[config.mk]
export PLATFORM = sky130hd
export DESIGN_NAME = gate_test_sequencer
export DESIGN_NICKNAME = d
export VERILOG_FILES = /design/src/rtl/gate_test_sequencer.sv
export SDC_FILE = /design/constraint.sdc
export NUM_CORES = 1
export LEC_CHECK = 0
export CORE_ASPECT_RATIO = 1.4
export CORE_MARGIN = 3
export CORE_UTILIZATION = 51
export CTS_BUF_LIST = sky130_fd_sc_hd__clkbuf_8
export DETAILED_ROUTE_END_ITERATION = 12
export DONT_BUFFER_PORTS = 1
export GPL_ROUTABILITY_DRIVEN = 1
export PLACE_DENSITY_LB_ADDON = 0.08
export SETUP_SLACK_MARGIN = 0.15
export SKIP_LAST_GASP = 1
export SLEW_MARGIN = 25
export SYNTH_ARGS = -nofsm -noshare
export SYNTH_HDL_FRONTEND = slang
export SYNTH_SLANG_ARGS = --single-unit
[constraint.sdc]
create_clock -name clk -period 3.14 [get_ports clk]
set_input_delay 0.157 -clock clk [delete_from_list [all_inputs] [get_ports clk]]
set_output_delay 0.157 -clock clk [all_outputs]
set_load 0.01 [all_outputs]
[src/rtl/gate_test_sequencer.sv]
`default_nettype none
// ============================================================================
// Module   : gate_test_sequencer
// Purpose  : Stimulus/check stage for a single primitive gate (and, or, not,
//            xor, nand, nor). Walks the gate's truth table, waits a
//            programmable settle time per vector, samples the gate output and
//            compares it with the expected value. Reports pass/fail, a
//            saturating mismatch count and the first failing vector.
// Ports    : clk       - rising-edge clock
//            rst_n     - synchronous active-low reset
//            start     - run request, honoured only while idle
//            op_sel    - gate under test (0 and,1 or,2 not,3 xor,4 nand,
//                        5 nor, 6-7 illegal)
//            dut_a/b   - registered inputs driven to the gate under test
//            dut_y     - output of the gate under test
//            busy      - run in progress (includes the done cycle)
//            done      - one-cycle completion pulse
//            pass      - last run legal and mismatch-free
//            err_count - mismatches in the last run, saturating
//            fail_vec  - {a,b} of the first mismatching vector
// Revision : 1.0 - initial release
// ============================================================================
module gate_test_sequencer #(
  parameter int SETTLE_CYCLES = 1,
  parameter int ERR_W         = 3
) (
  input  logic             clk,
  input  logic             rst_n,
  input  logic             start,
  input  logic [2:0]       op_sel,
  output logic             dut_a,
  output logic             dut_b,
  input  logic             dut_y,
  output logic             busy,
  output logic             done,
  output logic             pass,
  output logic [ERR_W-1:0] err_count,
  output logic [1:0]       fail_vec
);

  typedef enum logic [2:0] {
    S_IDLE   = 3'd0,
    S_DRIVE  = 3'd1,
    S_SETTLE = 3'd2,
    S_CHECK  = 3'd3,
    S_DONE   = 3'd4
  } state_t;

  localparam logic [2:0] OP_AND  = 3'd0;
  localparam logic [2:0] OP_OR   = 3'd1;
  localparam logic [2:0] OP_NOT  = 3'd2;
  localparam logic [2:0] OP_XOR  = 3'd3;
  localparam logic [2:0] OP_NAND = 3'd4;
  localparam logic [2:0] OP_NOR  = 3'd5;

  // Counter is loaded with SETTLE_CYCLES-1 so SETTLE lasts exactly
  // SETTLE_CYCLES cycles (leaving on the cycle the counter reads zero).
  localparam logic [3:0] SETTLE_LOAD = 4'(SETTLE_CYCLES - 1);

  state_t           state_q;
  logic [2:0]       op_q;
  logic [1:0]       idx_q;
  logic [3:0]       cnt_q;
  logic             dut_a_q, dut_b_q;
  logic             busy_q, done_q, pass_q;
  logic [ERR_W-1:0] err_count_q;
  logic [1:0]       fail_vec_q;

  logic             exp_y_d;
  logic             mismatch_d;
  logic [ERR_W-1:0] err_inc_d;
  logic             last_vec_d;
  logic [1:0]       idx_d;

  always_comb begin
    exp_y_d = 1'b0;
    case (op_q)
      OP_AND:  exp_y_d = dut_a_q & dut_b_q;
      OP_OR:   exp_y_d = dut_a_q | dut_b_q;
      OP_NOT:  exp_y_d = ~dut_a_q;
      OP_XOR:  exp_y_d = dut_a_q ^ dut_b_q;
      OP_NAND: exp_y_d = ~(dut_a_q & dut_b_q);
      OP_NOR:  exp_y_d = ~(dut_a_q | dut_b_q);
      default: exp_y_d = 1'b0;
    endcase
    mismatch_d = (dut_y != exp_y_d);
    err_inc_d  = (err_count_q == {ERR_W{1'b1}}) ? err_count_q
                                                : err_count_q + ERR_W'(1);
    // not walks only a = 0,1; two-input ops walk all four {a,b} codes
    last_vec_d = (op_q == OP_NOT) ? (idx_q == 2'd1) : (idx_q == 2'd3);
    idx_d      = idx_q + 2'd1;
  end

  always_ff @(posedge clk) begin
    if (!rst_n) begin
      state_q     <= S_IDLE;
      op_q        <= 3'd0;
      idx_q       <= 2'd0;
      cnt_q       <= 4'd0;
      dut_a_q     <= 1'b0;
      dut_b_q     <= 1'b0;
      busy_q      <= 1'b0;
      done_q      <= 1'b0;
      pass_q      <= 1'b0;
      err_count_q <= '0;
      fail_vec_q  <= 2'd0;
    end else begin
      done_q <= 1'b0;
      case (state_q)
        S_IDLE: begin
          if (start) begin
            op_q        <= op_sel;
            err_count_q <= '0;
            fail_vec_q  <= 2'd0;
            pass_q      <= 1'b0;
            busy_q      <= 1'b1;
            if (op_sel <= OP_NOR) begin
              idx_q   <= 2'd0;
              dut_a_q <= 1'b0;
              dut_b_q <= 1'b0;
              state_q <= S_DRIVE;
            end else begin
              // Illegal op: report immediately as a failed, empty run
              done_q  <= 1'b1;
              state_q <= S_DONE;
            end
          end
        end
        S_DRIVE: begin
          if (SETTLE_CYCLES > 0) begin
            cnt_q   <= SETTLE_LOAD;
            state_q <= S_SETTLE;
          end else begin
            state_q <= S_CHECK;
          end
        end
        S_SETTLE: begin
          if (cnt_q == 4'd0) state_q <= S_CHECK;
          else               cnt_q   <= cnt_q - 4'd1;
        end
        S_CHECK: begin
          if (mismatch_d) begin
            err_count_q <= err_inc_d;
            if (err_count_q == '0) fail_vec_q <= {dut_a_q, dut_b_q};
          end
          if (last_vec_d) begin
            // pass reflects the count including this final comparison
            done_q  <= 1'b1;
            pass_q  <= (err_count_q == '0) && !mismatch_d;
            state_q <= S_DONE;
          end else begin
            idx_q   <= idx_d;
            dut_a_q <= (op_q == OP_NOT) ? idx_d[0] : idx_d[1];
            dut_b_q <= (op_q == OP_NOT) ? 1'b0     : idx_d[0];
            state_q <= S_DRIVE;
          end
        end
        S_DONE: begin
          busy_q  <= 1'b0;
          state_q <= S_IDLE;
        end
        default: state_q <= S_IDLE;
      endcase
    end
  end

  assign dut_a     = dut_a_q;
  assign dut_b     = dut_b_q;
  assign busy      = busy_q;
  assign done      = done_q;
  assign pass      = pass_q;
  assign err_count = err_count_q;
  assign fail_vec  = fail_vec_q;

endmodule
`default_nettype wire
; ---- Word-level counts from Yosys, hierarchy flattened
; Cells that the tools add are included.
[totals]
register_bits = 22
latchBits = 0
ramBits = 0
mem_bits_ro = 0
in_bits = 7
out_inout_bits = 10
elab_cells = 98
memories = 0
[op_classes]
addsub = 3
multipliers = 0
n_div = 0
order_cmp = 1
n_eq_ne = 22
shift = 0
mux = 38
n_bitwise = 6
reduce_logical = 17
[op_table]
columns = op, n
row1 = 3-bit two-way mux, 7
row2 = "2-bit inequality test, second input constant", 9
row3 = 1-bit two-way mux, 13
row4 = "3-bit by 2-bit equality test with 1-bit output, second input constant", 4
row5 = "3-bit equality test, second input constant", 4
row6 = 2-bit two-way mux, 6
row7 = 3-bit case mux with 4 select lines, 1
row8 = 4-bit AND reduction, 3
row9 = 1-bit case mux with 2 select lines, 5
row10 = 3-bit zero test, 3
row11 = 2-bit case mux with 2 select lines, 2
row12 = 4-bit case mux with 2 select lines, 1
row13 = 2-bit AND reduction, 4
row14 = "3-bit by 1-bit equality test with 1-bit output, second input constant", 2
row15 = 1-bit case mux with 6 select lines, 1
row16 = 3-bit case mux with 2 select lines, 1
row17 = 2-bit nonzero test, 3
row18 = 4-bit zero test, 1
row19 = 4-bit two-way mux, 1
row20 = "4-bit by 1-bit subtractor with 4-bit output, second input constant", 1
row21 = "3-bit by 1-bit adder with 3-bit output, second input constant", 1
row22 = "3-bit less-or-equal comparator, second input constant", 1
row23 = 1-bit NOT, 3
row24 = 3-bit AND reduction, 1
row25 = 9 further kinds, 9

; ---- Longest topological paths before layout
; Gate-level depths: netlist of run 1.
[logic_depth]
word_depth = 8
mapped_depth = 7

; ---- Worst setup path before layout of run 1
; Ideal clock, no wire load.
[synth_timing]
kind = register -> register
startpoint = register dut_a_q (netlist: dut_a)
endpoint = register err_count_q[1] (netlist: err_count[1])
arrival_time_ns = 1.662
t_required_ns = 3.014
setup_slack_ns = 1.352
path_stages_with_launch = 8
n_path_buf = 0
period_less_slack_ns = 1.788
path_cell_list = dfxtp_1 > inv_1 > ha_1 > and2b_1 > or3_4 > a31oi_4 > or3_4 > o22ai_1
[synth_via]
elab_chain_cells = 6
word_cells_on_any_way = 10
cone_classes = 2 x eq/ne / 1 x mux / 6 x bitwise / 1 x reduce/logical
[synth_lines]
columns = item, line_no
row1 = "start, declared", 64  ; logic dut_a_q, dut_b_q;
row2 = "start signal, assigned", 153  ; dut_a_q <= (op_q == OP_NOT) ? idx_d[0] : idx_d[1];
row3 = 1-bit OR or 1-bit AND (tied branches), n/a
row4 = "1-bit NOT, on equally long branches", "83, 82"
row5 = 1-bit case mux with 6 select lines (*), 77  ; case (op_q)
row6 = 1-bit inequality test (*), 86  ; mismatch_d = (dut_y != exp_y_d);
row7 = 2-bit inequality test (no line) (*), n/a
row8 = 4-bit AND reduction (no line) (*), n/a
row9 = "end signal, assigned", 143  ; err_count_q <= err_inc_d;
row10 = "end, declared", 66  ; logic [ERR_W-1:0] err_count_q;
; Mark *: on every way between the ends. The rest lies on a longest branch, timed or not.
; A chain may end at the register's enable or synchronous reset.

; ---- Worst setup path in the final report of run 1
; Same ends and word-level chain as after synthesis.

==> results of run 1 <==
## cells in the final DEF (no fill, tap or decap), types with 2 or more instances in the layout
cell	synthesis	routed
clkbuf_8	0	3
o22ai_1	2	2
nand3_1	5	5
o21ai_0	2	2
ha_1	6	6
a21oi_1	8	8
nor2_1	21	21
or3_4	2	2
a31oi_1	3	3
inv_1	12	12
nor3_1	5	5
mux2i_1	6	6
nand4b_1	2	2
nand2_1	8	8
a211oi_1	2	2
nor3b_2	2	2
nor2b_1	4	4
or3_1	2	2
xnor2_1	4	4
a21oi_2	2	2
dfxtp_1	22	22
nand2b_1	5	5
## report_power, final
group / internal (mW) / switching [mW] / total, mW / leakage [nW]
Sequential: 0.306 / 0.0387 / 0.345 / 0.179
Combinational: 0.0926 / 0.104 / 0.196 / 0.305
Clock: 0.170 / 0.0937 / 0.264 / 0.0357
Total: 0.569 / 0.236 / 0.805 / 0.520
## stage by stage
stage | util [%] | setup WS (ns)
finish | 57.65 | 1.166
global route | 57.65 | 0.9919
CTS | 57.65 | 1.160
detailed placement | 54.74 | 1.193
global placement | 54.74 | 1.262
floorplan | - | 1.352
## cell families after synthesis
group	count (synthesis)
fa+ha+maj	6
xor+xnor	4
compound gates	27
mux	7
simple gates	70
buf+inv	19
flops	22
## registers in the layout (all words and copies together), names as in the netlist
signal,flops
op_q,3
busy,1
dut_a,1
done,1
state_q,3
err_count,3
idx_q,2
fail_vec,2
dut_b,1
cnt_q,4
pass,1
## layer usage
metal | global-route usage [%] | share of wire, %
met1 | 19.75 | 42
met2 | 33.05 | 51
met3 | 3.612 | 2.7
met4 | 13.52 | 4.3
met5 | 0 | 0
## layout make-up
class	instances	share of cell area (%)
Inverter	12	3.197
Sequential cell	22	31.26
Clock inverter	1	2.131
Clock buffer	3	2.931
Multi-Input combinational cell	114	57.46
Tap cell	34	3.020
## worst min-delay path by stage
| stage | start | end | slack, ns |
|---|---|---|---|
| floorplan | op_sel[0] | op_q[0]$_SDFFE_PN0P_ | 0.30 |
| global placement | op_sel[2] | op_q[2]$_SDFFE_PN0P_ | 0.30 |
| detailed placement | op_sel[2] | op_q[2]$_SDFFE_PN0P_ | 0.32 |
| CTS | op_sel[2] | op_q[2]$_SDFFE_PN0P_ | 0.04 |
| global route | op_sel[1] | op_q[1]$_SDFFE_PN0P_ | 0.05 |
| finish | op_sel[2] | op_q[2]$_SDFFE_PN0P_ | 0.05 |
## worst max-delay path, cell delays in order (launching register included)
cell and delay, ns:
dfxtp_1 0.47, inv_1 0.08, ha_1 0.27, and2b_1 0.19, nor3_2 0.22, nor4_2 0.10, or3_4 0.38, o22ai_1 0.17
==> metrics.md, run 1 <==
| Metric | Value |
|---|---|
| Clock sink count | `22` |
| Die Width | `49.12 µm` |
| Post-synth ARST share | `0%` |
| Clock root buffer | `clkbuf_8` |
| CTS tree | `done` |
| Crit path capture | `err_count[1]$_SDFFE_PN0P_` |
| Initial antenna violation count | `0` |
| Crit. End Element | `register` |
| Fin Clk Skew | `0.004214 ns` |
| Crit Path Class | `register to register` |
| Final Slew Violations | `0` |
| Top cells by area, synth | `dfxtp_1 (33%), nor2_1 (5.9%), ha_1 (5.7%), mux2i_1 (4.5%), inv_1 (3.4%)` |
| Syn_nets | `168` |
| Sum Neg Setup Slack | `0 ns` |
| Mean Syn Cell Area | `8.565 µm²` |
| Placed wire-length estimate | `2.063 mm` |
| Pin count of the biggest net entering global routing | `14` |
| Clock H-tree levels | `1` |
| Max-Cap Viols | `0` |
| WL final | `2.673 mm` |
| Final period utilization | `62.85%` |
| Post-route antenna net violation count | `0` |
| FF-to-FF path depth | `7` |
| Final worst path period need | `1.974 ns` |
| Cells after DPL | `182` |
| Synthesized flop and latch total | `22` |
| Slew @ Worst Pin | `0.5212 ns` |
| Post-layout net count | `166` |
| Vias in the first global route | `1092` |
| Req. time, crit path | `3.32 ns` |
| 1st-iter DRT viols | `23` |
| Ports | `17` |
| First-pass GRT wire length | `4.740 mm` |
| Synth Area in Adders | `5.655%` |
| Clk_lat worst skew | `0.26 ns` |
| Post-synth EDFFs | `0` |
| Gr ovfl total | `0` |
| Hold path cells | `2` |
| Synth top area share | `33.18%` |
| Routed wire per std cell | `14.37 µm` |
| R2R Path End | `err_count[1]$_SDFFE_PN0P_` |
| Multi-input logic area | `809.5 µm²` |
| Post-synth cell types | `47` |
| RSZ-0062 raised after global routing | `no` |
| Max Clock Freq | `506.7 MHz` |
| DR vias | `1040` |
| Mux contribution to synthesized area | `5.372%` |
| Peak supply drop | `0.4033 mV` |
| RePlAce Congestion | `0.8157` |
| # rows | `21` |
| Synth Instances | `155` |
| Hold-fix buffers, CTS | `0` |
| Register-to-register setup slack | `1.17 ns` |
| Register area | `440.4 µm²` |
| Count leader, synth | `dfxtp_1` |
| Worst-path clk slew | `0.08 ns` |
| Worst hold path class | `input pin to register` |
| PortBufs | `0` |
| Compound-cell area share of the yosys netlist | `14.23%` |
| Die ar. | `3260 µm²` |
| Synthesized area | `1328 µm²` |
| Largest family of logic cells by synthesized area | `simple AND/OR/NAND/NOR gates` |
| Simple-gate share of the synthesized area | `33.08%` |
| Vias per cell | `5.591` |
| Synth Area in XOR/XNOR | `2.639%` |
| Die Y | `66.37 µm` |
| Antenna cell count | `0` |
| TritonCTS buffer count | `3` |
| GRT Resource Usage Total | `18.78%` |
| Fin cells | `186` |
| Endpoints failing setup | `0` |
| Startpoint types | `register` |
| Pwr dens | `571.2 nW/µm²` |
| Pre-Repair DR Iteration Count | `4` |
| Critical register-to-register path startpoint | `dut_a$_SDFFE_PN0P_` |
| Ys Warns | `0` |
| Worst rel slew slack | `64.94%` |
| Initial Utilization | `54.33%` |
| Hold slack final | `0.04646 ns` |
| Final Power | `0.8048 mW` |
| Post-synth top flop | `dfxtp_1` |
| Post-CTS resize count | `0` |
| Fillcell total | `247` |
| Setup crit start | `dut_a$_SDFFE_PN0P_` |
| Biggest area consumer among synthesized cells | `dfxtp_1` |
| Share of layout cells above drive strength 1 | `12.50%` |
| P_leak | `0.5197 nW` |
| Dpl cell area | `1338 µm²` |
| Final hold vios | `0` |
| Clk buf depth | `2` |
| Status | `completed` |
| Post-route DRC violation count | `0` |
| Setup bufs post-CTS | `0` |
| Core Box Area | `2444 µm²` |
| Post-synthesis sequential area ratio | `33.18%` |
| Commonest cells in the netlist | `dfxtp_1 (22), nor2_1 (21), inv_1 (12)` |
| CP Data Arrival Time | `2.16 ns` |
| Final Instance Area | `1409 µm²` |
| Area Growth Syn to Fin | `6.126%` |
| Worst-path maximum fanout | `6` |
No activity file was read; power rests on OpenSTA's default activity.
==> run 2, diff against run 1 <==
- clock period: 3.14 -> 1.7 ns (I/O delays scaled with it)
==> metrics.md, run 2 (synthesis gave the netlist of run 1 again) <==
| Metric | Value |
|---|---|
| Commonest non-fill, non-tap cells in the layout | `buf_4 (25), dfxtp_1 (17), nor2_1 (16)` |
| Peak supply drop | `0.8006 mV (+98%)` |
| PortBufs | `0 (unchanged)` |
| Endpoints failing setup | `6 (+6)` |
| Req. time, crit path | `1.84 ns (-1.48 ns)` |
| # rows | `21 (unchanged)` |
| Post-route DRC violation count | `0 (unchanged)` |
| Die Y | `66.37 µm (unchanged)` |
| P_leak | `0.6929 nW (+33%)` |
| CTS tree | `done` |
| CP Data Arrival Time | `1.94 ns (-0.22 ns)` |
| Final Power | `1.624 mW (+100%)` |
| First-pass GRT wire length | `5.313 mm (+12%)` |
| Final Slew Violations | `0 (unchanged)` |
| Clock H-tree levels | `1 (unchanged)` |
| Largest register FFs | `4 (unchanged)` |
| Sum Neg Setup Slack | `-0.5087 ns (-0.5087 ns)` |
| Worst rel slew slack | `72.52% (+7.6 points)` |
| Ports | `17 (unchanged)` |
| Die Width | `49.12 µm (unchanged)` |
| Top reg by flops | `cnt_q` |
| Slew @ Worst Pin | `0.4117 ns (-0.1094 ns)` |
| Vias in the first global route | `1265 (+16%)` |
| DR vias | `1206 (+16%)` |
| Die ar. | `3260 µm² (unchanged)` |
| RSZ-0062 raised after global routing | `yes` |
| Status | `complete, but fails checks` |
| Worst hold path class | `input pin to register` |
| Gr ovfl total | `0 (unchanged)` |
| Share of layout cells above drive strength 1 | `41.53% (+29 points)` |
| 1st-iter DRT viols | `33 (+43%)` |
| RePlAce Congestion | `0.7157 (-12%)` |
| Startpoint types | `register` |
| Clk_lat worst skew | `0.26 ns (about the same)` |
| Cell mode on critical path | `or3_4` |
| Antenna cell count | `0 (unchanged)` |
| Crit. End Element | `register` |
| Pwr dens | `901.5 nW/µm² (+58%)` |
| Fin Clk Skew | `0.001659 ns (-0.002556 ns)` |
| WL final | `3.280 mm (+23%)` |
| Final period utilization | `106.0% (+43 points)` |
| Max-Cap Viols | `0 (unchanged)` |
| Routed wire per std cell | `15.12 µm (+5.2%)` |
| Clock sink count | `22 (unchanged)` |
| CP max stage delay | `0.40 ns (-0.07 ns)` |
| Crit path max-delay cell type | `or3_4` |
| Max Clock Freq | `554.9 MHz (+9.5%)` |
| Initial Utilization | `54.33% (unchanged)` |
| Final hold vios | `0 (unchanged)` |
| Area Growth Syn to Fin | `35.72%` |
| Placed wire-length estimate | `2.248 mm (+9.0%)` |
| Worst-path clk slew | `0.08 ns (about the same)` |
| Pre-Repair DR Iteration Count | `5 (+1)` |
| Register-to-register setup slack | `-0.10 ns (-1.27 ns)` |
| Final worst slack | `-0.1021 ns (-1.268 ns)` |
| Vias per cell | `5.558 (-0.60%)` |
| Commonest non-fill, non-tap cell in the layout | `buf_4` |
| TritonCTS buffer count | `3 (unchanged)` |
| Initial antenna violation count | `0 (unchanged)` |
| Post-layout net count | `197 (+19%)` |
| Post-route antenna net violation count | `0 (unchanged)` |
| Final worst path period need | `1.802 ns (-0.1715 ns)` |
| Core Box Area | `2444 µm² (unchanged)` |
| Critical Path, Cell by Cell | `inv_4 > ha_4 > and2b_2 > or3_4 > a31oi_4 > or3_4 > o22ai_1` |
| Clk buf depth | `2 (unchanged)` |
| Failing checks | `negative setup slack` |
| Pin count of the biggest net entering global routing | `13 (-1)` |
| Clock root buffer | `clkbuf_8` |
| Worst-path maximum fanout | `4 (-2)` |
| Crit Path Class | `register to register` |
| GRT Resource Usage Total | `21.02% (+2.2 points)` |
[run 2: power by group]
group / total, mW / internal, mW / switching, mW
combinational: 0.693 / 0.359 / 0.335
sequential: 0.606 / 0.565 / 0.0411
clock: 0.325 / 0.161 / 0.164
total: 1.62 / 1.08 / 0.539
[run 2: critical path: cells and delay by family (launching register included)]
family	cells	cell delay, ns
DFF	1	0.38
and+or+nand+nor	3	0.80
buffers and inverters	1	0.04
AOI/OAI and AO/OA	2	0.24
adders and majority gates	1	0.24
[run 2: worst paths after layout]
| path | cells after the start | endpoint | from |
|---|---|---|---|
| setup / recovery | 7 | err_count[1]$_SDFFE_PN0P_ | dut_b$_SDFFE_PN0P_ |
| hold / removal | 2 | busy$_SDFFE_PN0P_ | start |
| setup reg to reg | 7 | err_count[1]$_SDFFE_PN0P_ | dut_b$_SDFFE_PN0P_ |
| hold reg to reg | 2 | idx_q[1]$_SDFFE_PN0P_ | idx_q[1]$_SDFFE_PN0P_ |
[run 2: final cells by class]
| cell class | instances | area [µm²] |
|---|---|---|
| Clock inverter | 1 | 3.754 |
| Clock buffer | 3 | 41.29 |
| Timing Repair Buffer | 31 | 250.2 |
| Tap cell | 34 | 42.54 |
| Sequential cell | 22 | 451.7 |
| Inverter | 12 | 47.55 |
| Fill cell | 184 | 641.9 |
| Multi-Input combinational cell | 114 | 964.7 |
[run 2: metal layers]
layer	GRT usage, %	vias to the layer above	part of all wire [%]
li1	-	586	-
met5	0	-	0
met1	20.58	586	39
met4	9.253	0	0.82
met2	41.95	30	57
met3	3.612	4	2.8
[run 2: metrics by stage]
step	instance area (µm²)	hold WS, ns	setup slack, ns	cells	util [%]
CTS	1690	0.02063	-0.08260	217	69.18
floorplan	1335	0.2289	0.007317	155	-
global route	1802	0.06229	-0.2301	217	73.73
detailed placement	1510	0.2423	-0.1065	204	61.80
global placement	1510	0.2341	-0.01532	204	61.80
finish	1802	0.03338	-0.1021	217	73.73
[run 2: repair_timing]
action | in CTS | in global routing
setup endpoints to repair | 20 | 19
buffers inserted | 5 | 0
pin swaps | 15 | 18
resized for setup | 15 | 26
hold endpoints to repair | 6 | 0
hold buffers | 4 | 0
